## config.mk

```make
export PLATFORM = sky130hd
export DESIGN_NAME = cmd_fifo
export DESIGN_NICKNAME = d
export VERILOG_FILES = /design/src/rtl/read_data_checker_cmd_fifo.sv
export SDC_FILE = /design/constraint.sdc
export NUM_CORES = 1
export LEC_CHECK = 0
export BUFFER_PORTS_ARGS = -buffer_cell sky130_fd_sc_hd__buf_4
export CAP_MARGIN = 20
export CORE_ASPECT_RATIO = 0.5
export CORE_MARGIN = 10
export CORE_UTILIZATION = 50
export DETAILED_ROUTE_END_ITERATION = 10
export PLACE_DENSITY = 0.69
export RECOVER_POWER = 25
export SETUP_SLACK_MARGIN = 0.4
export SYNTH_ARGS = -nofsm -noshare
export SYNTH_HDL_FRONTEND = slang
export SYNTH_SLANG_ARGS = --single-unit
```

## constraint.sdc

```tcl
create_clock -name clk_i -period 2.8 [get_ports clk_i]
set_input_delay 0.56 -clock clk_i [delete_from_list [all_inputs] [get_ports clk_i]]
set_output_delay 0.56 -clock clk_i [all_outputs]
set_load 0.02 [all_outputs]
```

## src/rtl/read_data_checker_cmd_fifo.sv

```systemverilog
// cmd_fifo: synchronous show-ahead FIFO with registered full/empty
//    clk_i, rst_n_i (sync active-low), clr_i : clock, reset, flush
//    push_i/data_i : write side; pop_i/data_o : read side, data_o shows the head
//    full_o, empty_o : registered status flags
module cmd_fifo #(
   parameter int W     = 8,
   parameter int DEPTH = 8
) (
   input  logic         clk_i,
   input  logic         rst_n_i,
   input  logic         clr_i,
   input  logic         push_i,
   input  logic [W-1:0] data_i,
   input  logic         pop_i,
   output logic [W-1:0] data_o,
   output logic         full_o,
   output logic         empty_o
);

   localparam int AW = $clog2(DEPTH);
   localparam int CW = AW + 1;

   logic [W-1:0]  r_mem [DEPTH];
   logic [AW-1:0] r_wr, r_rd;
   logic [CW-1:0] r_cnt, w_cnt_nxt;
   logic          r_full, r_empty, w_push, w_pop;

   // a pop in the same cycle frees the slot for a push on a full FIFO
   assign w_pop     = pop_i && !r_empty;
   assign w_push    = push_i && (!r_full || w_pop);
   assign w_cnt_nxt = r_cnt + CW'(w_push) - CW'(w_pop);
   assign data_o    = r_mem[r_rd];
   assign full_o    = r_full;
   assign empty_o   = r_empty;

   always_ff @(posedge clk_i)
      if (w_push) r_mem[r_wr] <= data_i;

   always_ff @(posedge clk_i) begin
      if (!rst_n_i || clr_i) begin
         r_wr    <= '0;
         r_rd    <= '0;
         r_cnt   <= '0;
         r_full  <= 1'b0;
         r_empty <= 1'b1;
      end else begin
         if (w_push) r_wr <= r_wr + AW'(1);
         if (w_pop) r_rd <= r_rd + AW'(1);
         r_cnt   <= w_cnt_nxt;
         r_full  <= w_cnt_nxt == CW'(DEPTH);
         r_empty <= w_cnt_nxt == '0;
      end
   end

endmodule

```

==> impl_summary.md, run 1 <==
Outcome
The flow ran to the end, and the final reports show no timing, DRC or antenna violations.

Cells and area
Once layout is complete, the cells apart from fillers number between 200 and 300. Once layout is complete, the utilization of the core stands at 0.610. Relative to the synthesized area, the layout overhead comes to 17.9%.

The final cell area excluding filler cells is 3710 sq um. In the final design database the tool counted 223 nets. In the final layout, the share of cells above drive strength 1 is 0.332. The number of antenna repair diodes is 0.

Critical path
The worst setup path is launched from a flip-flop. Together, buffers and inverters on the worst path number 2. In this design, the largest share of critical-path delay is due to multiplexers. The depth of the worst register-to-register path is 9. In this run the register-to-register setup slack is about 0.66 ns. The highest cell delay on the worst timing path is 0.51 ns.

The type of the worst setup path is flip-flop to primary output. Traced cell by cell, the critical path runs through buf_16 > mux4_2 > mux2_4 > buf_6. The endpoint identified for the worst register-to-register timing path is full_o. The startpoint identified for the worst register-to-register timing path is full_o. The data arrival time of the critical path is 1.79 ns. STA classifies the critical path endpoint as a primary output.

The slowest stage of the critical path belongs to the cell sky130_fd_sc_hd__mux4_2. The highest fanout seen on the critical path is 8. Data on the critical path is required at its endpoint by around 2.2 ns.

STA
The number of hold violations in the final report is 0. Static timing analysis puts the maximum clock frequency at 426 MHz. The part of the cycle the worst path needs is 0.839. Setup violations remaining at the end of the flow were counted as 0. In the final timing run, aggregate negative setup slack is 0 ns. Setup repair after global routing could not meet its margin everywhere.

The final critical delay including setup and external delays is 2.35 ns. The max-slew violation count was 0. The transition time at the pin with the least slew margin is approximately 0.89 ns.

Clock skew on the completed layout was measured at 0.00624 ns. Measured against its own limit, the worst slew margin works out to 0.402. Setup slack on the critical path of the routed design comes to between 0.4 and 0.5 ns.

Yosys
By area the synthesized netlist is led by sky130_fd_sc_hd__edfxtp_1 (61%), sky130_fd_sc_hd__mux4_1 (13%), sky130_fd_sc_hd__dfxtp_1 (9.5%), sky130_fd_sc_hd__mux2_2 (2.9%), sky130_fd_sc_hd__ha_1 (2.4%). The commonest cells after synthesis are sky130_fd_sc_hd__edfxtp_1 (64), sky130_fd_sc_hd__nor2_1 (17), sky130_fd_sc_hd__dfxtp_1 (15), sky130_fd_sc_hd__mux4_1 (15), sky130_fd_sc_hd__mux2_2 (8). The mean cell area of the mapped netlist is 18.7 sq um.

The share of the Yosys chip area taken by registers is 0.706. After synthesis the netlist holds a flip-flop and latch count of 79. The most frequently used cell type in the post-synthesis netlist is sky130_fd_sc_hd__edfxtp_1. The most used flip-flop cell after synthesis is sky130_fd_sc_hd__edfxtp_1. Of the post-synthesis cell area, the dominant cell type holds 0.611. Synthesis produced a netlist whose cell count is 168. The share of synthesized registers carrying an async set or reset is 0. The summed instance area of the synthesized netlist is 3150 sq um. In this run, synthesis inferred 64 flip-flops with an integrated enable. When the netlist entered floorplanning its net count stood at approximately 190.

The Yosys warning count is 0. The synthesized design spends more area on one cell type than any other, namely sky130_fd_sc_hd__edfxtp_1. The number of different library cells used by synthesis comes to 27.

Min path
The class of the most critical hold timing path is input pin to flip-flop. The destination of the worst hold path is r_mem[1][7]. The origin of the worst min-delay path is data_i[7]. The number of cells on the worst hold path is 1.

Route
The number of vias in the routed layout is 1556. The number of vias per cell after detailed routing is 5.26. The number of search-and-repair iterations in the first detailed-routing pass is 4. The violation count after the first detailed-route iteration is roughly 120. In the routed design, unresolved DRC markers number 0. The detail-routed net length per standard cell is 18.6 um.

The number of nets with antenna violations after routing is 0. The routed design has 5500 um of wire.

Die
During I/O placement, the number of pins put on the boundary was 23. The floorplan step defined a core boundary enclosing 6080 sq um. In this run the core area contains 20 standard-cell rows. The floorplan step set the die height to 76.1 um. The horizontal extent of the die is 132 um. For this configuration, the core starts out at a cell density of 0.517. The die covers 10100 sq um.

Global route
The total overflow left after global routing is 0. In the global route stage, met2 resource usage came out at 0.181. The total global-route track usage is 0.112. The number of global-route vias before repair is 1640.

The met3 capacity usage during global routing is 0.0487. The first global-routing pass estimated 8630 um of wire. The routing usage on met1 is 0.136. Entering global routing, the biggest net connects 17 pins. The initial antenna violation count is 0. The layer flagged by global routing as most heavily used is met2.

CTS
For this design, the CTS-stage hold fixing added 0 buffers. The root buffer cell is sky130_fd_sc_hd__clkbuf_16. The TritonCTS clock tree is built. The number of buffers on the longest clock path is 2.

The number of sinks driven by the clock tree is 79. Clock tree synthesis inserted a total of 9 buffers. The depth of the CTS H-tree is 3. The clock reaches the later pin of the worst-skew pair after 0.33 ns. In this run the post-CTS setup repair buffer count came out at 0. Clock-pin slew was measured on the worst setup and hold paths at approximately 0.060 ns.

Power
The worst voltage drop across the vdd grid is 0.000381 V. The leakage power total is 1.26 nW. Power spread over the standard cell area amounts to 681 nW/um^2.

Placement
Port buffering added 22 buffers. The sum of net half-perimeters after detailed placement is roughly 3400 um. The placed instances occupy a cell area of 3430 sq um.

In this run, placement finished with an instance count of 279. At the end of routability-driven placement, the weighted congestion stood at between 0.7 and 0.8. At the placement stage, the worst setup path has a slack of 0.319 ns.

Job
The number of maximum-capacitance violations is 0.
==> layout by cell type (no fill, tap or decap), types with 2 or more instances in the layout <==
| cell type | Yosys | final |
|---|---|---|
| sky130_fd_sc_hd__clkbuf_1 | 1 | 5 |
| sky130_fd_sc_hd__inv_6 | 0 | 3 |
| sky130_fd_sc_hd__o211ai_1 | 2 | 2 |
| sky130_fd_sc_hd__xnor2_1 | 3 | 3 |
| sky130_fd_sc_hd__buf_4 | 0 | 18 |
| sky130_fd_sc_hd__dfxtp_1 | 15 | 14 |
| sky130_fd_sc_hd__clkbuf_16 | 0 | 9 |
| sky130_fd_sc_hd__mux4_2 | 1 | 16 |
| sky130_fd_sc_hd__mux2i_1 | 2 | 2 |
| sky130_fd_sc_hd__ha_1 | 6 | 6 |
| sky130_fd_sc_hd__mux2_4 | 0 | 2 |
| sky130_fd_sc_hd__nand2_1 | 4 | 4 |
| sky130_fd_sc_hd__xor2_1 | 3 | 3 |
| sky130_fd_sc_hd__nand2b_1 | 3 | 3 |
| sky130_fd_sc_hd__clkinvlp_4 | 0 | 2 |
| sky130_fd_sc_hd__mux2_2 | 8 | 6 |
| sky130_fd_sc_hd__buf_6 | 1 | 6 |
| sky130_fd_sc_hd__a21oi_1 | 2 | 2 |
| sky130_fd_sc_hd__nor3_1 | 3 | 3 |
| sky130_fd_sc_hd__inv_1 | 7 | 7 |
| sky130_fd_sc_hd__edfxtp_1 | 64 | 64 |
| sky130_fd_sc_hd__nor2_1 | 17 | 17 |
==> registers in the layout, indices dropped and copies added (netlist names), named ones only <==
| signal | count |
|---|---|
| full_o | 1 |
| r_wr | 3 |
| r_cnt | 4 |
| empty_o | 1 |
| r_rd | 3 |
| r_mem | 64 |
==> per-layer routing <==
| layer | wire (um) | vias to the layer above |
|---|---|---|
| met5 | 0 | - |
| met4 | 14 | 0 |
| met3 | 297 | 2 |
| met2 | 2640 | 42 |
| met1 | 2540 | 796 |
| li1 | - | 716 |
==> per-stage QoR <==
stage	total power, mW	hold WS (ns)
finish	2.53	0.463
global route	2.62	0.462
CTS	2.55	0.451
detailed placement	1.48	0.493
global placement	1.47	0.478
floorplan	1.42	0.462
==> power by group <==
group / switching [mW] / internal, mW / total [mW] / leakage (nW)
Clock: 0.452 / 0.608 / 1.06 / 0.133
Sequential: 0.00958 / 1.29 / 1.30 / 0.704
Combinational: 0.0854 / 0.0812 / 0.167 / 0.421
Total: 0.547 / 1.98 / 2.53 / 1.26
==> cells by family after synthesis <==
family,share of synthesized area
buf+inv,0.0251
flops,0.706
simple gates,0.0398
fa+ha+maj,0.0302
compound gates,0.0147
mux,0.167
xor+xnor,0.0167
==> final cells by class <==
cell class / instances / area, sq um
Timing Repair Buffer: 31 / 269
Inverter: 7 / 26.3
Tap cell: 88 / 110
Sequential cell: 79 / 2230
Clock buffer: 9 / 225
Fill cell: 466 / 2370
Clock inverter: 7 / 55.1
Multi-Input combinational cell: 75 / 797
==> worst max-delay path by stage <==
stage / end / slack [ns] / cells after the start
floorplan: full_o / 0.46 / 10
global placement: full_o / 0.42 / 10
detailed placement: full_o / 0.32 / 10
CTS: data_o[4] / 0.37 / 4
global route: data_o[7] / 0.38 / 4
finish: data_o[0] / 0.45 / 4
==> timing repair <==
action | CTS | global route
gates cloned | 1 | 0
pin swaps | 0 | 0
setup endpoints to repair | 8 | 7
gates resized for setup | 16 | 13
No activity file was read; power rests on OpenSTA's default activity.
==> inputs of run 2 (changes only) <==
==> constraint.sdc (replaced) <==
create_clock -name clk_i -period 2.35 [get_ports clk_i]
set_input_delay 0.47 -clock clk_i [delete_from_list [all_inputs] [get_ports clk_i]]
set_output_delay 0.47 -clock clk_i [all_outputs]
set_load 0.02 [all_outputs]
==> impl_summary.md, run 2 (synthesis gave the netlist of run 1 again) <==
STA
The worst clock skew was 0.00567 ns (was 0.00624 ns). Setup repair after global routing missed its margin: yes (unchanged). The number of hold violations in the final report is 0 (unchanged).

The final critical delay including setup and external delays is 2.29 ns. The setup TNS was 0 ns (unchanged). The count of endpoints failing setup in the final report was 0 (unchanged). Of the available clock period, the critical path in the final layout requires 0.976. The max-slew headroom at the worst pin was 0.629 (was 0.402). The max-slew violation count is 0 (unchanged).

Timing would allow up to 436 MHz. The transition time at the pin with the least slew margin is 0.557 ns (was 0.894 ns).

Cells and area
The number of standard cells in the final layout excluding fillers is 302 (was 296). The final cell area excluding filler cells is 3840 sq um (was 3710 sq um). The number of flip-flops under the largest register name is 64 (unchanged).

The register bank with the most flops is r_mem (unchanged). The share of layout cells above drive strength 1 was 0.416 (was 0.332). The relative area change from synthesis to final layout is 22.1% (was 17.9%). The most frequent standard cell in the layout excluding fill and tap cells is sky130_fd_sc_hd__edfxtp_1 (unchanged). Largest registers: r_mem (64), r_cnt (4) (unchanged). The final-stage net count is 229 (was 223). Commonest cells after routing, fill and taps aside: sky130_fd_sc_hd__edfxtp_1 (64), sky130_fd_sc_hd__buf_4 (19), sky130_fd_sc_hd__mux4_2 (16), sky130_fd_sc_hd__dfxtp_1 (13), sky130_fd_sc_hd__nor2_1 (12) (was sky130_fd_sc_hd__edfxtp_1 (64), sky130_fd_sc_hd__buf_4 (18), sky130_fd_sc_hd__nor2_1 (17), sky130_fd_sc_hd__mux4_2 (16), sky130_fd_sc_hd__dfxtp_1 (14)).

The number of antenna repair diodes is 0 (unchanged).

Placement
The number of placed instances with taps included is 281 (was 279). The count of input and output buffers came to 22 (unchanged). The sum of net half-perimeters after detailed placement is 3300 um (was 3400 um).

The global placement routability congestion is 0.704 (was 0.702). The placed standard-cell area came to 3490 sq um (was 3430 sq um).

Route
The number of search-and-repair iterations in the first detailed-routing pass is 4 (unchanged). The detailed-route wire length is 5610 um (was 5500 um). The number of nets with antenna violations after routing is 0 (unchanged). The number of vias per cell after detailed routing was 5.21 (was 5.26).

The DRC violation count after routing is 0 (unchanged). The violation count after the first detailed-route iteration is 126 (was 116). The number of vias in the routed layout is 1574 (was 1556). The detail-routed net length per standard cell was 18.6 um (about the same).

Die
The initial standard-cell utilization of the core is 0.517 (unchanged). The horizontal extent of the die came to 132 um (unchanged). The area of the core was 6080 sq um (unchanged).

The standard-cell row count is 20 (unchanged). The y dimension of the die is 76.1 um (unchanged). The top-level port count came to 23 (unchanged). The total die area was 10100 sq um (unchanged).

Critical path
The element type at the critical path start is a flip-flop (unchanged). The required time of the critical path is 1.88 ns (was 2.24 ns). The critical path capture point type is a primary output (unchanged). The data arrival time of the critical path is 1.82 ns (was 1.79 ns).

The type of the worst setup path is flip-flop to primary output (unchanged). The highest fanout seen on the critical path is 8 (unchanged).

Global route
The total global-route track usage is 0.118 (was 0.112). The pin count of the biggest net entering global routing is 17 (unchanged). The remaining global-route overflow is 0 (unchanged).

The first-pass GRT wire length was 9050 um (was 8630 um). The number of global-route vias before repair was 1721 (was 1640). The initial antenna violation count is 0 (unchanged).

Power
The power density over the cells was 801 nW/um^2 (was 681 nW/um^2). The worst voltage drop across the vdd grid was 0.000352 V (was 0.000381 V). The leakage power total is 1.30 nW (was 1.26 nW).

CTS
The root buffer cell is sky130_fd_sc_hd__clkbuf_16 (unchanged). The clock-pin slew on the worst setup and hold paths is 0.06 ns (about the same). The CTS buffer count is 9 (unchanged). The TritonCTS clock tree is built (unchanged). The number of sinks driven by the clock tree came to 79 (unchanged). The number of buffers on the longest clock path is 2 (unchanged). The cts-stage hold buffer count was 0 (unchanged). The depth of the CTS H-tree is 3 (unchanged). The source-to-sink clock delay at the later pin of the worst-skew pair is 0.33 ns (about the same).

Outcome
Run status: finished, final reports clean (unchanged).

Job
The number of maximum-capacitance violations was 0 (unchanged).

Min path
The class of the most critical hold timing path is input pin to flip-flop (unchanged).
## run 2: repair_timing
action / in CTS / in global routing
gates resized for setup: 31 / 11
cloned: 1 / 0
pin swaps: 4 / 7
setup buffers: 4 / 0
setup endpoints to repair: 11 / 37
## run 2: path summary, 6_finish.rpt
check                 start     endpoint  slack (ns)  cells past startpoint
setup / recovery  flip-flop    data_o[2]        0.06                      4
hold / removal    data_i[5]  r_mem[4][5]        0.37                      1
setup reg to reg    empty_o     r_cnt[2]        0.34                     10
hold reg to reg     r_wr[0]      r_wr[0]        0.50                      2
## run 2: worst max-delay path, cell delays in order, from the launching register on
cell and delay [ns]:
sky130_fd_sc_hd__dfxtp_4 0.39, sky130_fd_sc_hd__buf_12 0.15, sky130_fd_sc_hd__mux4_2 0.51, sky130_fd_sc_hd__mux2_4 0.30, sky130_fd_sc_hd__buf_6 0.13
## run 2: layer usage
metal | track usage | part of all wire | wire length [um] | up-vias
li1 | - | - | - | 726
met1 | 0.144 | 0.46 | 2600 | 802
met2 | 0.184 | 0.46 | 2590 | 36
met3 | 0.0513 | 0.062 | 347 | 10
met4 | 0.0426 | 0.014 | 76 | 0
met5 | 0 | 0 | 0 | -
## run 2: area by class of cell
type / instances / area [sq um]
Timing Repair Buffer: 37 / 318
Sequential cell: 79 / 2230
Tap cell: 88 / 110
Multi-Input combinational cell: 75 / 881
Clock inverter: 7 / 56.3
Clock buffer: 9 / 225
Inverter: 7 / 26.3
Fill cell: 427 / 2240
## run 2: metrics by stage
step	setup slack, ns	power [mW]	utilization	hold WS (ns)
3_5_place_dp	0.0271	1.78	0.574	0.493
2_1_floorplan	0.185	1.70	-	0.462
3_3_place_gp	0.0651	1.77	0.574	0.483
6_report	0.0568	3.08	0.632	0.375
5_1_grt	0.00991	3.19	0.632	0.371
4_1_cts	0.0508	3.09	0.630	0.354
## run 2: power by group
group / internal (mW) / leakage (nW) / total (mW) / switching (mW)
Clock: 0.727 / 0.132 / 1.28 / 0.558
Combinational: 0.125 / 0.460 / 0.245 / 0.119
Sequential: 1.54 / 0.703 / 1.55 / 0.0114
==> inputs of run 3 (changes only) <==
--- a/config.mk
+++ b/config.mk
@@ -11,7 +11,7 @@
 export CORE_MARGIN = 10
 export CORE_UTILIZATION = 50
 export DETAILED_ROUTE_END_ITERATION = 10
-export PLACE_DENSITY = 0.69
+export PLACE_DENSITY = 0.76
 export RECOVER_POWER = 25
 export SETUP_SLACK_MARGIN = 0.4
 export SYNTH_ARGS = -nofsm -noshare
==> impl_summary.md, run 3 (synthesis gave the netlist of run 1 again) <==
Outcome
Run status: finished, final reports clean (unchanged).

STA
The smallest hold slack is 0.380 ns (was 0.375 ns). The max-slew violation count is 0 (unchanged). The final critical delay including setup and external delays is 2.31 ns (was 2.29 ns). The achievable frequency was 434 MHz (was 436 MHz). The final setup slack of the worst path came to 0.0437 ns (was 0.0568 ns). The worst clock skew is 0.00889 ns (was 0.00567 ns).

The setup TNS is 0 ns (unchanged). The count of endpoints failing setup in the final report is 0 (unchanged). The max-slew headroom at the worst pin is 0.417 (was 0.629). The transition time at the pin with the least slew margin is 0.871 ns (was 0.557 ns). The part of the cycle the worst path needs is 0.981 (was 0.976).

The number of hold violations in the final report was 0 (unchanged). Setup repair after global routing missed its margin: yes (unchanged).

Cells and area
Largest registers: r_mem (64), r_cnt (4) (unchanged). The share of layout cells above drive strength 1 was 0.401 (was 0.416). The most frequent standard cell in the layout excluding fill and tap cells is sky130_fd_sc_hd__edfxtp_1 (unchanged).

The number of flip-flops under the largest register name was 64 (unchanged). The final-stage net count is 227 (was 229). The relative area change from synthesis to final layout is 22.4% (was 22.1%). The count of filler cells inserted in the layout came to 445 (was 427). Commonest cells after routing, fill and taps aside: sky130_fd_sc_hd__edfxtp_1 (64), sky130_fd_sc_hd__buf_4 (19), sky130_fd_sc_hd__mux4_2 (16), sky130_fd_sc_hd__nor2_1 (15), sky130_fd_sc_hd__dfxtp_1 (13) (was sky130_fd_sc_hd__edfxtp_1 (64), sky130_fd_sc_hd__buf_4 (19), sky130_fd_sc_hd__mux4_2 (16), sky130_fd_sc_hd__dfxtp_1 (13), sky130_fd_sc_hd__nor2_1 (12)).

The register bank with the most flops was r_mem (unchanged). The final cell area excluding filler cells was 3850 sq um (was 3840 sq um). The final cell utilization of the core is 0.634 (was 0.632).

The number of antenna repair diodes is 0 (unchanged).

Die
The y dimension of the die is 76.1 um (unchanged). The initial standard-cell utilization of the core is 0.517 (unchanged). The standard-cell row count was 20 (unchanged). The area of the core is 6080 sq um (unchanged).

The total die area came to 10100 sq um (unchanged). The horizontal extent of the die was 132 um (unchanged). The top-level port count came to 23 (unchanged).

Global route
The routing usage on met1 is 0.144 (about the same). The number of global-route vias before repair came to 1692 (was 1721). The layer carrying the most global-route usage is met2 (unchanged). The met3 capacity usage during global routing was 0.0572 (was 0.0513). The total global-route track usage is 0.121 (was 0.118).

The pin count of the biggest net entering global routing is 17 (unchanged). The first-pass GRT wire length is 9280 um (was 9050 um). The remaining global-route overflow is 0 (unchanged). The initial antenna violation count is 0 (unchanged). The routing usage on met2 is 0.198 (was 0.184).

CTS
The depth of the CTS H-tree is 3 (unchanged). The clock-pin slew on the worst setup and hold paths is 0.06 ns (about the same). The TritonCTS clock tree is built (unchanged).

The number of buffers on the longest clock path is 2 (unchanged). The root buffer cell is sky130_fd_sc_hd__clkbuf_16 (unchanged). The source-to-sink clock delay at the later pin of the worst-skew pair is 0.33 ns (about the same). The number of sinks driven by the clock tree came to 79 (unchanged). The CTS buffer count is 9 (unchanged).

Critical path
The minimum setup slack among reg-to-reg paths came to 0.36 ns (was 0.34 ns). Chain of cells forming the critical path: buf_12 > mux4_2 > mux2_4 > buf_6 (unchanged). The critical path capture point type is a primary output (unchanged). The data arrival time of the critical path was 1.84 ns (was 1.82 ns). The type of the worst setup path is flip-flop to primary output (unchanged). The highest fanout seen on the critical path was 8 (unchanged). The required time of the critical path came to 1.88 ns (about the same). The highest cell delay on the worst timing path is 0.52 ns (was 0.51 ns). The critical path's slowest cell is sky130_fd_sc_hd__mux4_2 (unchanged). The element type at the critical path start is a flip-flop (unchanged).

Placement
The placed standard-cell area is 3500 sq um (was 3490 sq um). The global placement routability congestion is 0.728 (was 0.704). The count of input and output buffers is 22 (unchanged).

The minimum setup slack after placement came to -0.0657 ns (was 0.0271 ns). The sum of net half-perimeters after detailed placement is 3460 um (was 3300 um).

Power
The leakage power total is 1.31 nW (was 1.30 nW). The worst voltage drop across the vdd grid is 0.000429 V (was 0.000352 V). The power density over the cells is 823 nW/um^2 (was 801 nW/um^2).

Route
The number of vias per cell after detailed routing came to 5.13 (was 5.21). The DRC violation count after routing came to 0 (unchanged). The number of vias in the routed layout was 1539 (was 1574). The detail-routed net length per standard cell is 19.5 um (was 18.6 um).

The number of nets with antenna violations after routing is 0 (unchanged). The violation count after the first detailed-route iteration was 112 (was 126). The detailed-route wire length is 5840 um (was 5610 um).

The number of search-and-repair iterations in the first detailed-routing pass was 4 (unchanged).

Min path
The class of the most critical hold timing path is input pin to flip-flop (unchanged).

Job
The number of maximum-capacitance violations was 0 (unchanged).
## run 3: per-layer routing
layer | part of all wire | vias up
li1 | - | 718
met5 | 0 | -
met2 | 0.49 | 49
met4 | 0.0065 | 0
met3 | 0.056 | 3
met1 | 0.44 | 769
## run 3: path summary, 6_finish.rpt
| check | start | to | depth (start not counted) |
|---|---|---|---|
| worst min register to register | r_wr[0] | r_wr[0] | 2 |
| worst min-delay path | data_i[5] | r_mem[3][5] | 1 |
| worst max register to register | empty_o | empty_o | 9 |
| worst max-delay path | flip-flop | data_o[2] | 4 |
## run 3: cell type report
class / count / area [sq um] / area share
multi-input cells: 75 / 881 / 0.229
clock buffers: 9 / 225 / 0.0585
flip-flops and latches: 79 / 2230 / 0.578
clock inverters: 7 / 80.1 / 0.0208
inverters: 7 / 26.3 / 0.00682
repair buffers: 35 / 303 / 0.0786
well taps: 88 / 110 / 0.0286
## run 3: what timing repair did
action,4_1_cts,5_1_grt
buffers inserted,1,0
pin swaps,2,8
cloned,1,0
endpoints found under the setup margin,10,13
hold buffers,0,0
resized for setup,33,6
## run 3: power breakdown
group,switching (mW),internal [mW]
sequential,0.0134,1.54
clock,0.548,0.834
combinational,0.118,0.119
## run 3: per-stage QoR
step	power [mW]	std cells
detailed placement	1.78	282
floorplan	1.70	168
finish	3.17	300
global placement	1.77	282
CTS	3.19	300
global route	3.28	300
## run 3: worst max-delay path: cells and delay by family, from the launching register on
family,cells,cell delay [ns]
multiplexers,2,0.82
flip-flops,1,0.40
buffers and inverters,2,0.28
